===== config.mk =====
export PLATFORM = sky130hd
export DESIGN_NAME = flash_therm_sampler
export DESIGN_NICKNAME = d
export VERILOG_FILES = /design/src/rtl/flash_therm_sampler.sv
export SDC_FILE = /design/constraint.sdc
export NUM_CORES = 1
export LEC_CHECK = 0
export BUFFER_PORTS_ARGS = -buffer_cell sky130_fd_sc_hd__buf_2
export CORE_MARGIN = 2
export CORE_UTILIZATION = 40
export CTS_CLUSTER_DIAMETER = 100
export DETAILED_ROUTE_END_ITERATION = 8
export PLACE_DENSITY = 0.64
export SYNTH_ARGS = -nofsm -noshare
export SYNTH_HDL_FRONTEND = slang
export SYNTH_SLANG_ARGS = --single-unit

===== constraint.sdc =====
create_clock -name clk -period 1.67 [get_ports clk]
set_input_delay 0.2505 -clock clk [delete_from_list [all_inputs] [get_ports clk]]
set_output_delay 0.2505 -clock clk [all_outputs]
set_load 0.01 [all_outputs]

===== src/rtl/flash_therm_sampler.sv =====
// Flash ADC front end: 2-flop comparator sync, divided sample strobe,
// bubble correction (majority + prefix fill), capture and debug counter.
//
// Ports:
//   clk, rst_n    clock, async active-low reset
//   en            sampling enable; low holds the divider at 0
//   comp_in[6:0]  raw comparator outputs, bit k = Vin > Vref(k+1)
//   clr_cnt       synchronous clear of bubble_cnt (wins over increment)
//   therm_out     corrected thermometer code, bit 0 always 0
//   therm_valid   one-cycle pulse after each capture
//   bubble_flag   last captured sample needed correction
//   bubble_cnt    saturating count of corrected samples
module flash_therm_sampler #(
  parameter int SAMPLE_DIV = 4,
  parameter int CNT_W      = 8
) (
  input  logic             clk,
  input  logic             rst_n,
  input  logic             en,
  input  logic [6:0]       comp_in,
  input  logic             clr_cnt,
  output logic [7:0]       therm_out,
  output logic             therm_valid,
  output logic             bubble_flag,
  output logic [CNT_W-1:0] bubble_cnt
);

  localparam int DW =
    (SAMPLE_DIV > 1) ? $clog2(SAMPLE_DIV) : 1;
  localparam logic [DW-1:0] DIV_LAST =
    DW'(SAMPLE_DIV - 1);

  logic [6:0]    s1;
  logic [6:0]    s2;
  logic [DW-1:0] div_cnt;
  logic          strobe;
  logic [8:0]    ext;
  logic [6:0]    maj_v;
  logic [6:0]    fill;
  logic          acc;
  logic          bubble;

  // Synchroniser runs regardless of en so that
  // the first strobe after enable sees settled data.
  always_ff @(posedge clk or negedge rst_n) begin
    if (!rst_n) begin
      s1 <= '0;
      s2 <= '0;
    end else begin
      s1 <= comp_in;
      s2 <= s1;
    end
  end

  always_ff @(posedge clk or negedge rst_n) begin
    if (!rst_n) begin
      div_cnt <= '0;
    end else if (!en || div_cnt == DIV_LAST) begin
      div_cnt <= '0;
    end else begin
      div_cnt <= div_cnt + 1'b1;
    end
  end

  assign strobe = en && (div_cnt == DIV_LAST);

  // ext[k+1] = c_k, with c(-1) = 1 below and c7 = 0 above.
  // The running AND keeps the prefix fill free of
  // self-referencing combinational vectors.
  always_comb begin
    ext   = {1'b0, s2, 1'b1};
    maj_v = '0;
    fill  = '0;
    acc   = 1'b1;
    for (int k = 0; k < 7; k++) begin
      maj_v[k] = (ext[k]   & ext[k+1])
               | (ext[k]   & ext[k+2])
               | (ext[k+1] & ext[k+2]);
      acc      = acc & maj_v[k];
      fill[k]  = acc;
    end
  end

  assign bubble = (fill != s2);

  always_ff @(posedge clk or negedge rst_n) begin
    if (!rst_n) begin
      therm_out   <= '0;
      bubble_flag <= 1'b0;
      therm_valid <= 1'b0;
    end else begin
      therm_valid <= strobe;
      if (strobe) begin
        therm_out   <= {fill, 1'b0};
        bubble_flag <= bubble;
      end
    end
  end

  always_ff @(posedge clk or negedge rst_n) begin
    if (!rst_n) begin
      bubble_cnt <= '0;
    end else if (clr_cnt) begin
      bubble_cnt <= '0;
    end else if (strobe && bubble
                 && bubble_cnt != '1) begin
      bubble_cnt <= bubble_cnt + 1'b1;
    end
  end

endmodule


# Word level (Yosys, flattened, before mapping)

Cells that the tools add are included.

Logic and storage cells: 50
Input bits: 11
Register bits after elaboration: 33
Output and inout bits: 18

Muxes and demuxes: 3
Add/subtract/negate cells: 2
Eq/ne operators: 3
Bitwise logic cells: 29
Reduce and logical (&&, ||, !) cells: 6

Operators by type and width:

| operator            | number |
|---|---|
| $and 1x1->1         | 17 |
| $mux 8              | 2 |
| $or 1x1->1          | 12 |
| $add 8x1->8 const B | 1 |
| $ne 8x8->1 const B  | 1 |
| $ne 7x7->1          | 1 |
| $logic_and 1x1->1   | 3 |
| $add 2x1->2 const B | 1 |
| $eq 2x2->1 const B  | 1 |
| $mux 2              | 1 |
| $reduce_bool 2->1   | 1 |
| $logic_not 1->1     | 1 |
| $logic_or 1x1->1    | 1 |

# Depth between registers and ports, before layout

Depth after elaboration: 14
Depth in mapped cells: 7
Mapped depth without buffers: 7

# Worst setup path after synthesis

Ideal clock, no wire load.

Path type: reg2reg
Start: register bubble_cnt[0]
End: register bubble_cnt[7]
Path buffers: 0
Cell stages (with the launch flop): 7
Setup slack: -0.062 ns
Data required time: 1.543 ns
Data arrival time: 1.605 ns
Clock period less this slack: 1.732 ns
Library setup time: 0.127 ns
Cell sequence: dfrtp_1 -> ha_1 -> nand3_1 -> o211ai_1 -> a31oi_1 -> and2b_1 -> mux2_1

Cells in the longest elaborated chain, start to end: 3
Elaborated cells between the ends (all ways): 6
Classes of those cells: add/sub (1); eq/ne (1); mux (2); reduce/logical (2)

RTL lines:

| what                                               | RTL line | RTL |
|---|---|---|
| start: declaration                                 | 25       | `output logic [CNT_W-1:0] bubble_cnt` |
| start signal: assignment                           | 107      | `bubble_cnt <= bubble_cnt + 1'b1;` |
| $add 8x1->8 / $ne 8x8->1 (equally long branches)   | 107, 106 |  |
| $mux 8 / $logic_and 1x1->1 (equally long branches) | 105, 106 |  |
| $mux 8 / $reduce_bool 2->1 (equally long branches) | -        |  |

Several ways; a longest one is shown, not always the timed one. The select of a mux whose other input is x is not followed.
A chain may end at the register's enable or synchronous reset.

# Final worst setup path

Start: register bubble_cnt[1]
End: register bubble_cnt[7]

Same word-level chain as after synthesis.

==> impl_metrics.csv <==
group,metric,value,unit
setup_path,path_cells,"ha_4 -> nand3_1 -> o211ai_1 -> a31oi_2 -> and2b_1 -> mux2_1",
yosys,synth_area,0.00133,sq mm
routing,drt_first_iter_violations,39,
power,combPwrFrac,15.9,%
sta,fmax,634,MHz
setup_path,arrival,1.80,ns
min_path,hp-class,"primary input to flop",
sta,tns,0,ns
grt,grt_pass1_wl,3640,um
floorplanning,die-area,0.00381,sq mm
cts,clk_latency,0.34,ns
sta,post-route-period-util,94.5,%
floorplanning,rows,20,
job,maxCapViolCount,0,
placement,dp.final_hpwl,1650,um
grt,antenna_found_initial,0,
setup_path,path_max_fanout,4,
cells_and_area,layout_common_cells,"32 x dfrtp_1, 27 x buf_2, 13 x nand2_1, 11 x buf_4, 9 x nor2_1",
power,seq_power_share,51.7,%
setup_path,critPathSlowestCell,"dfrtp_1",
setup_path,r2r_slack,0.09,ns
cells_and_area,syn_to_final_growth,33.3,%
power,ir_worst_vdd,648,uV
routing,vias_per_cell,4.83,
power,swShare,26.1,%
cts,cts_buffers,5,
yosys,ys.flop_type,"dfrtp_1",
floorplanning,die_h,61.7,um
setup_path,worstSetupPathType,"flop to flop",
cts,clk_pin_slew,0.11,ns
yosys,synth_edf_count,0,
yosys,synth_async_sr_flop_share,100,%
grt,grt.overflow.total,0,
floorplanning,num_io_pins,29,
placement,gp_congestion,0.767,
power,p_int,1340,uW
cts,clockBufferDepth,2,
cells_and_area,layout-drive-gt1-share,35.8,%
floorplanning,die_w,61.7,um
cts,cts_root_buffer,"clkbuf_4",
routing,drc,0,
cells_and_area,final_common_cell,"dfrtp_1",
setup_path,reg2reg_depth,6,
power,p_leak,0.000869,uW
sta,relSlewSlack,54.2,%
grt,grt_start_max_net_pins,34,
yosys,syn_nets,125,
power,powerDensity,1020,mW/mm^2
yosys,ys_types,38,
min_path,min-delay-start,"en",
cells_and_area,n_antenna_cell,0,
routing,dr_total_vias,994,
grt,grt_pass1_vias,812,
outcome,status,"finished clean",
cells_and_area,multiInputGateArea,492,sq um
yosys,synthCells,112,
sta,finalClockSkew,0.00755,ns
sta,drv_slew,0,
cells_and_area,nets,174,
setup_path,endpoint_kind,"flop",
routing,ant_nets,0,
floorplanning,core_area,0.00310,sq mm
cts,htree_levels,2,
setup_path,crit_path_start_kind,"flop",
yosys,ys_seq_area_share,62.0,%
yosys,synth_seq_cells,33,
routing,wirelength,2380,um
yosys,synth_area_per_cell,11.9,sq um
routing,drt-pass1-iter-count,4,
min_path,hold_end,"div_cnt[0]",
min_path,hold_depth,2,
floorplanning,initial_core_util,42.9,%
yosys,ys.warnings.count,0,
sta,finalHoldViolCount,0,
cts,cts_sinks,33,
cts,cts_tree,"yes",
setup_path,crit_path_max_incr_delay,0.45,ns
sta,tightestPinTransition,0.687,ns
power,power_switching,474,uW
sta,setup_viol,0,
power,p_total,1820,uW
sta,period_minus_slack,1.58,ns
grt,grt_util_all_layers,13.7,%
cells_and_area,seq_area,827,sq um
setup_path,rr_endpoint,"bubble_cnt[7]",
setup_path,worstPathRequired,1.89,ns
cells_and_area,nFillCells,302,
placement,port_buffers,27,
setup_path,timing.rr.start,"bubble_cnt[1]",
sta,rsz0062_at_grt,"no",
routing,wl_per_cell,11.5,um
power,p_clk_share,32.4,%
## logic make-up after synthesis
kind of cell             Yosys count  share of synthesized area, %
AND/OR/NAND/NOR                   35                          12.5
flip-flops                        33                          62.0
AO/OA/AOI/OAI                     26                          15.3
buffers and inverters              9                          3.10
multiplexers                       4                          3.57
adder cells (fa/ha/maj)            2                          1.88
XOR/XNOR                           2                          1.32
other                              1                         0.282
## cell usage after synthesis, drive strengths merged (2+ instances only)
master	count	share of area (%)
clkbuf	2	0.56
dfrtp	33	62
inv	5	1.4
a31oi	2	2.1
nor2b	2	0.94
xnor2	2	1.3
buf	2	1.1
nand2	13	3.7
o31ai	4	2.3
nor2	9	2.5
o21ai	4	1.5
a22oi	3	2.1
a21oi	4	1.5
a21o	2	1.2
ha	2	1.9
mux2	3	2.8
nand4	3	1.4
nand3	3	1.1
## through the flow
step	area [sq um]	hold WS [ns]	utilization [%]	instances	worst slack, ns
2_1_floorplan	1340	-0.0451	-	112	0.0336
3_3_place_gp	1570	0.329	50.5	187	0.139
3_5_place_dp	1570	0.338	50.5	187	0.0869
4_1_cts	1660	0.00757	53.5	196	0.0546
5_1_grt	1770	0.172	57.2	206	0.00750
6_report	1770	0.175	57.2	206	0.0918
## metal layers
| layer | up-vias | share of wire, % | wire, um | global-route usage [%] |
|---|---|---|---|---|
| met5 | - | 0 | 0 | 0 |
| met4 | 0 | 2.2 | 52 | 7.29 |
| met3 | 6 | 4.7 | 111 | 6.21 |
| met2 | 26 | 49 | 1160 | 19.5 |
| met1 | 470 | 44 | 1050 | 17.4 |
| li1 | 492 | - | - | - |
## registers in the layout, indices dropped and copies added, names as in the netlist
signal	cells
s1	7
therm_valid	1
div_cnt	2
bubble_flag	1
bubble_cnt	8
therm_out	7
s2	7
## worst max-delay path, delay by kind of cell, from the launching register on
kind	cells	cell delay [ns]
AOI/OAI and AO/OA	2	0.28
muxes	1	0.31
adders and majority gates	1	0.19
and+or+nand+nor	2	0.24
DFF	1	0.45
## worst max-delay path by stage
stage                       start            end  slack (ns)  depth (start not counted)
floorplan           bubble_cnt[0]  bubble_cnt[7]        0.03                          6
global placement       div_cnt[0]  bubble_cnt[4]        0.14                          7
detailed placement  bubble_cnt[1]  bubble_cnt[5]        0.09                          7
CTS                 bubble_cnt[1]  bubble_cnt[5]        0.05                          7
global route           div_cnt[0]  bubble_cnt[5]       0.007                          8
finish              bubble_cnt[1]  bubble_cnt[7]        0.09                          6
## cell type report
| class | instances | area share, % |
|---|---|---|
| flip-flops and latches | 33 | 46.6 |
| clock buffers | 5 | 2.12 |
| multi-input cells | 70 | 27.7 |
| inverters | 5 | 1.06 |
| repair buffers | 46 | 16.8 |
| well taps | 44 | 3.10 |
| clock inverters | 3 | 2.61 |
## power by group through the flow
stage          clock network (uW)  registers (uW)  logic (uW)
6_report                      589             940         289
3_5_place_dp                    0             958         271
5_1_grt                       640             955         326
4_1_cts                       606             941         273
3_3_place_gp                    0             953         265
2_1_floorplan                   0             992         110
## what timing repair did
action | in CTS | in global routing
resized for setup | 0 | 5
endpoints found under the setup margin | 0 | 4
hold endpoints to repair | 33 | 7
hold buffers | 1 | 7
buffers inserted | 0 | 3
Note: power is estimated with default switching activity, not from simulation.
